$ cat config.mk
export PLATFORM = sky130hd
export DESIGN_NAME = hazard_ctrl
export DESIGN_NICKNAME = d
export VERILOG_FILES = /design/src/rtl/hazard_ctrl.sv
export SDC_FILE = /design/constraint.sdc
export NUM_CORES = 1
export LEC_CHECK = 0
export CORE_UTILIZATION = 27
export DETAILED_ROUTE_END_ITERATION = 12
export PLACE_DENSITY = 0.75
export REMOVE_ABC_BUFFERS = 1
export SYNTH_ARGS = -nofsm -noshare
export SYNTH_HDL_FRONTEND = slang
export SYNTH_SLANG_ARGS = --single-unit
$ cat constraint.sdc
create_clock -name clk -period 1.1 [get_ports clk]
set_clock_uncertainty 0.05 [all_clocks]
set_input_delay 0.22 -clock clk [delete_from_list [all_inputs] [get_ports clk]]
set_output_delay 0.22 -clock clk [all_outputs]
set_load 0.05 [all_outputs]
$ cat src/rtl/hazard_ctrl.sv
// ---------------------------------------------------------------------------
// hazard_ctrl -- pipeline hazard controller for the 5-stage (F/D/E/M/WB) core.
//
// Purpose:
//   * E-stage operand forwarding from M (priority) and WB.
//   * Load-use stall detection.
//   * Branch / PC-write flushes.
//   * Multicycle-execute sequencer: once a multicycle op starts in E, F/D/E
//     are frozen for MUL_LAT-1 further cycles while M receives bubbles.
//
// Parameters:
//   REG_AW  register address width
//   MUL_LAT total E-stage cycles of a multicycle op (>= 1)
//   CNT_W   width of the optional performance counters
//
// Ports:
//   clk, reset                       clock, synchronous active-high reset
//   ra1D, ra2D                       source registers in D
//   ra1E, ra2E                       source registers in E
//   wa3E, wa3M, wa3WB                destination registers in E/M/WB
//   RegWriteM, RegWriteWB            destination write enables in M/WB
//   MemtoRegE                        E holds a load
//   PCSrcD/E/M/WB                    PC-writing instruction in that stage
//   BranchTakenE                     branch resolved taken in E
//   MulStartE                        first cycle of a multicycle op in E
//   forwardaE, forwardbE             00 regfile, 01 WB result, 10 M result
//   StallF/D/E                       hold stage register
//   FlushD/E/M                       clear stage register to a bubble
//   busy                             multicycle sequencer active
//   stall_cnt, flush_cnt             perf counters (HAZARD_PERF_CNT_EN only)
//
// Optional feature macro: HAZARD_PERF_CNT_EN (adds saturating counters).
//
// Stall and flush may both be asserted for the same stage register; the
// stage register is expected to give the clear priority over the hold.
// ---------------------------------------------------------------------------
module hazard_ctrl #(
  parameter int REG_AW  = 4,
  parameter int MUL_LAT = 3,
  parameter int CNT_W   = 16
) (
  input  logic              clk,
  input  logic              reset,
  input  logic [REG_AW-1:0] ra1D,
  input  logic [REG_AW-1:0] ra2D,
  input  logic [REG_AW-1:0] ra1E,
  input  logic [REG_AW-1:0] ra2E,
  input  logic [REG_AW-1:0] wa3E,
  input  logic [REG_AW-1:0] wa3M,
  input  logic [REG_AW-1:0] wa3WB,
  input  logic              RegWriteM,
  input  logic              RegWriteWB,
  input  logic              MemtoRegE,
  input  logic              PCSrcD,
  input  logic              PCSrcE,
  input  logic              PCSrcM,
  input  logic              PCSrcWB,
  input  logic              BranchTakenE,
  input  logic              MulStartE,
  output logic [1:0]        forwardaE,
  output logic [1:0]        forwardbE,
  output logic              StallF,
  output logic              StallD,
  output logic              StallE,
  output logic              FlushD,
  output logic              FlushE,
  output logic              FlushM,
  output logic              busy
`ifdef HAZARD_PERF_CNT_EN
  ,
  output logic [CNT_W-1:0]  stall_cnt,
  output logic [CNT_W-1:0]  flush_cnt
`endif
);

  // Elaboration-time parameter sanity check.
  generate
    if (MUL_LAT < 1 || CNT_W < 1) begin : g_bad_param
      $error("hazard_ctrl: MUL_LAT and CNT_W must both be >= 1");
    end
  endgenerate

  localparam int CW = $clog2(MUL_LAT) + 1;
  localparam logic [CW-1:0] CNT_LOAD = CW'(MUL_LAT - 1);
  localparam logic [CW-1:0] CNT_ONE  = CW'(1);
  // Single-cycle configuration: the sequencer can never be entered.
  localparam logic MULTI_EN = (MUL_LAT > 1);

  typedef enum logic {S_IDLE, S_BUSY} state_e;

  state_e          state_q, state_d;
  logic [CW-1:0]   cnt_q, cnt_d;

  // Forwarding: M stage holds the younger result, so it wins over WB.
  function automatic logic [1:0] fwd_sel(input logic [REG_AW-1:0] ra);
    if (RegWriteM && (ra == wa3M))        return 2'b10;
    else if (RegWriteWB && (ra == wa3WB)) return 2'b01;
    else                                  return 2'b00;
  endfunction

  assign forwardaE = fwd_sel(ra1E);
  assign forwardbE = fwd_sel(ra2E);

  logic ldr_stall;
  logic pc_wr_pending;

  assign ldr_stall     = MemtoRegE && ((ra1D == wa3E) || (ra2D == wa3E));
  assign pc_wr_pending = PCSrcD || PCSrcE || PCSrcM;

  always_ff @(posedge clk) begin
    if (reset) begin
      state_q <= S_IDLE;
      cnt_q   <= '0;
    end else begin
      state_q <= state_d;
      cnt_q   <= cnt_d;
    end
  end

  always_comb begin
    state_d = state_q;
    cnt_d   = cnt_q;
    StallF  = 1'b0;
    StallD  = 1'b0;
    StallE  = 1'b0;
    FlushD  = 1'b0;
    FlushE  = 1'b0;
    FlushM  = 1'b0;
    busy    = 1'b0;
    case (state_q)
      S_IDLE: begin
        StallF = ldr_stall || pc_wr_pending;
        StallD = ldr_stall;
        FlushD = pc_wr_pending || PCSrcWB || BranchTakenE;
        FlushE = ldr_stall || BranchTakenE;
        // A taken branch kills the op in E, so it must not start the sequencer.
        if (MulStartE && !BranchTakenE && MULTI_EN) begin
          state_d = S_BUSY;
          cnt_d   = CNT_LOAD;
        end
      end
      S_BUSY: begin
        // E holds the multicycle op; everything upstream freezes and M
        // gets a bubble every held cycle. Only a retiring PC write in WB
        // may still squash D.
        busy   = 1'b1;
        StallF = 1'b1;
        StallD = 1'b1;
        StallE = 1'b1;
        FlushM = 1'b1;
        FlushD = PCSrcWB;
        if (cnt_q == CNT_ONE) begin
          state_d = S_IDLE;
          cnt_d   = '0;
        end else begin
          cnt_d = cnt_q - CNT_ONE;
        end
      end
      default: begin
        state_d = S_IDLE;
        cnt_d   = '0;
      end
    endcase
  end

`ifdef HAZARD_PERF_CNT_EN
  logic [CNT_W-1:0] stall_cnt_q;
  logic [CNT_W-1:0] flush_cnt_q;

  // Both counters saturate rather than wrap.
  always_ff @(posedge clk) begin
    if (reset) begin
      stall_cnt_q <= '0;
      flush_cnt_q <= '0;
    end else begin
      if (StallF && (stall_cnt_q != '1))
        stall_cnt_q <= stall_cnt_q + 1'b1;
      if ((FlushD || FlushE || FlushM) && (flush_cnt_q != '1))
        flush_cnt_q <= flush_cnt_q + 1'b1;
    end
  end

  assign stall_cnt = stall_cnt_q;
  assign flush_cnt = flush_cnt_q;
`endif

endmodule

==> impl_summary.md <==
STA
The worst path setup slack after routing is -0.497 ns. Measured against its own limit, the worst slew margin works out to 0.756. Across all hold checks on the routed design, the worst slack comes to 0.499 ns. The time the worst path needs with I/O delays and setup is approximately 1.6 ns. The final max-slew violation count was 0. Dividing the final minimum period by the clock period gives 1.45. Setup repair after global routing could not meet its margin everywhere. Setup violations remaining at the end of the flow were counted as 13.

The transition time at the pin with the least slew margin is ~0.36 ns. Timing would allow up to roughly 630 MHz. The final hold violation count was 0.

GRT
The first global-routing pass estimated about 3.7 mm of wire. The all-layer global routing usage is 0.253. The number of global-route vias before repair was approximately 800. The total global routing overflow is 0. The maximum number of pins on one net before global-route repair is 9. The initial antenna violation count is 0.

Yosys
Counting every instance in the synthesized netlist gives 72. The average footprint of a synthesized cell is approximately 7.5 um2. Yosys mapped a number of flops with a built-in enable equal to 0. The predominant post-synthesis flop cell is dfxtp_1.

After synthesis, the cell types taking the most area are xor2_1 29%, dfxtp_1 15%, nor4_1 5.8%. The largest total area in the synthesized netlist belongs to xor2_1. The share of synthesized area in the top cell type comes to 0.292. The share of synthesized flip-flops with an asynchronous set or reset is 0.

The share of the Yosys chip area taken by registers is 0.148. The mapped netlist covers roughly 540 um2. Synthesis inferred 4 register bits.

The number of different library cells used by synthesis comes to 25. The number of synthesis warnings is 0. By count the netlist is led by 18 x xor2_1, 8 x inv_1, 5 x nor4_1. Among all cell types in the netlist, the one instantiated most often is xor2_1.

Route
Using the TritonRoute via totals, the vias-per-cell ratio works out to approximately 5.1. The detailed route wirelength on metal3 is around 55 um. The total iterations of the first detailed-routing run is 4.

After detailed routing, the average wire length per cell comes to approximately 19 um. After detailed routing, the wire length on met1 is roughly 1 mm. Across all layers, the routed design uses ~810 vias. Once detail routing completed, the nets flagged for antenna violations numbered 0.

For this run, design rule violations remaining after detail routing come to 0. For this block, the initial DRC count from the detailed router was 6. Summed over all nets, wire length on met2 after detailed routing comes to about 1.8 mm. The wire length reported by the detailed router is roughly 3 mm.

The highest metal layer with signal wires is met4.

Cells and area
The filler cell count in the final layout is 97. In the final layout, the share of cells above drive strength 1 is 0.699. The area of all placed cells without fillers is 0.00148 mm2. The repair_antennas step left the layout with diodes totalling 0. Compared with the post-synthesis result, the final layout area differs by 174%. After the flow finishes, the layout carries non-filler instances totaling 161. Summing all flip-flop and latch instances after layout gives between 80 and 90 um2.

The area of the multi-input gates is between 600 and 700 um2. In the final design database the tool counted approximately 180 nets.

Critical path
The arrival time reported for the critical path endpoint is 1.33 ns. The nature of the critical path startpoint is an input pin. STA classifies the critical path endpoint as an output pin. Traced cell by cell, the critical path runs through buf_8, xor2_4, nor4_4, o21ai_2, buf_6, nand2b_4, buf_12.

The number of buffers and inverters on the critical path is 3. The category of the most critical setup path is input pin to output pin. At the worst endpoint, the required time is between 0.8 and 0.9 ns.

The cell at the slowest stage of the critical path is nor4_4. Broken down by cell family, the worst path's largest delay share belongs to simple AND/OR/NAND/NOR gates. The largest incremental delay on the critical path is around 0.34 ns. The maximum fanout encountered on the critical timing path is 2.

Floorplanning
The die is between 40 and 50 um wide. In this run the standard cell core region covers 0.00180 mm2. The initial standard-cell utilization of the core is 0.300.

The die height is approximately 47 um. Pin placement for this block handled 50 I/O pins. The die covers approximately 0.0022 mm2. The number of placement rows is 15.

Pwr
The worst-case vdd ir drop is roughly 0.57 mV. The cell leakage power is around 0.64 nW. Power spread over the standard cell area amounts to 712 mW/mm2.

The completed layout was analyzed and its total power is roughly 1.1 mW.

Place
Including well taps, the total number of placed cells is roughly 150. The congestion estimate from routability-driven global placement came to ~0.83. Once detailed placement completed, the half-perimeter wirelength came to around 1.8 mm.

The count of input and output buffers is 49. The placed instances occupy a cell area of approximately 0.0012 mm2.

Clock tree
Clock-pin slew was measured on the worst setup and hold paths at ~0.050 ns. The clock tree from TritonCTS is done. The number of H-tree branching levels is 1. The insertion delay of the later-clocked pin in the worst-skew pair is between 0.2 and 0.3 ns. The number of clock buffers inserted by TritonCTS is 3.

The total of hold buffers inserted after clock tree synthesis is 0. The clock tree buffer depth is 2. The sink count of the clock tree is 4. In this run the clock root is driven by a clkbuf_4.

Run status
The run finished, with violations left. The final reports fail on setup timing.

Run
The tool flagged a number of max-cap violations equal to 0.

Hold path
In this run the worst hold path is classified as flip-flop to flip-flop.
[cell usage in the layout (no fill, tap or decap), drive strengths merged]
| master | synthesis | routed |
|---|---|---|
| ha | 2 | 2 |
| a222oi | 1 | 1 |
| nand2 | 2 | 2 |
| clkdlybuf4s15 | 0 | 6 |
| dfxtp | 4 | 4 |
| nand3 | 2 | 2 |
| xnor2 | 3 | 3 |
| inv | 8 | 8 |
| clkbuf | 0 | 6 |
| nor2 | 4 | 4 |
| a21oi | 3 | 3 |
| nor2b | 2 | 2 |
| o21ai | 3 | 3 |
| dlygate4sd2 | 0 | 3 |
| nand4 | 1 | 1 |
| o21bai | 1 | 1 |
| buf | 3 | 47 |
| clkdlybuf4s50 | 0 | 5 |
| nand2b | 1 | 1 |
| a21o | 1 | 1 |
| o22ai | 1 | 1 |
| nor3 | 4 | 4 |
| nor4 | 5 | 5 |
| xor2 | 18 | 18 |
| nor4b | 1 | 1 |
| a211oi | 1 | 1 |
| a311oi | 1 | 1 |
[final timing paths]
kind	start	end	slack, ns	depth (start not counted)
setup / recovery	ra2D[1]	StallD	-0.50	7
hold / removal	cnt_q[2]	cnt_q[2]	0.50	2
setup reg to reg	cnt_q[1]	state_q	-0.04	4
hold reg to reg	cnt_q[2]	cnt_q[2]	0.50	2
[routing by layer]
metal / vias to the layer above / global-route usage
li1: 365 / -
met1: 415 / 0.257
met2: 19 / 0.497
met3: 15 / 0.0538
met4: 0 / 0.0914
met5: - / 0
[kinds of logic after synthesis]
kind of cell / Yosys count / synth area share
AOI/OAI and AO/OA: 12 / 0.144
and+or+nand+nor: 22 / 0.229
adders and majority gates: 2 / 0.0463
xor gates and xnor gates: 21 / 0.340
DFF: 4 / 0.148
buffers and inverters: 11 / 0.0926
[sequential cells by signal, indices dropped and copies added (netlist names)]
signal	count
cnt_q	3
state_q	1
[timing repair]
item                       4_1_cts  5_1_grt
hold endpoints to repair         0        0
resized for setup              151       26
setup endpoints to repair       15       15
buffers inserted                 4        1
pin swaps                       26       12
[worst reg2reg max path: cells and delay by family (launching register included)]
kind	cells	cell delay [ns]
AOI/OAI and AO/OA	1	0.30
buffers and inverters	2	0.19
adders and majority gates	1	0.17
DFF	1	0.33
[metrics by stage]
step                      TNS [ns]  setup slack, ns  utilization
after floorplan             -14.65            -1.84            -
after global placement       -6.85           -0.815        0.672
after detailed placement     -7.37           -0.902        0.672
after CTS                    -3.34           -0.454        0.788
after global routing         -4.13           -0.520        0.822
final                        -3.69           -0.497        0.822
[where the power goes]
group,internal (mW),switching (mW)
clock,0.123,0.0820
combinational,0.344,0.336
sequential,0.160,0.00957
[area by class of cell]
| class | count | area share |
|---|---|---|
| clock buffer | 3 | 0.0152 |
| inverter | 8 | 0.0220 |
| multi-input combinational | 57 | 0.429 |
| sequential | 4 | 0.0566 |
| tap | 25 | 0.0211 |
| timing repair buffer | 64 | 0.456 |
(Power assumes the default switching activity.)
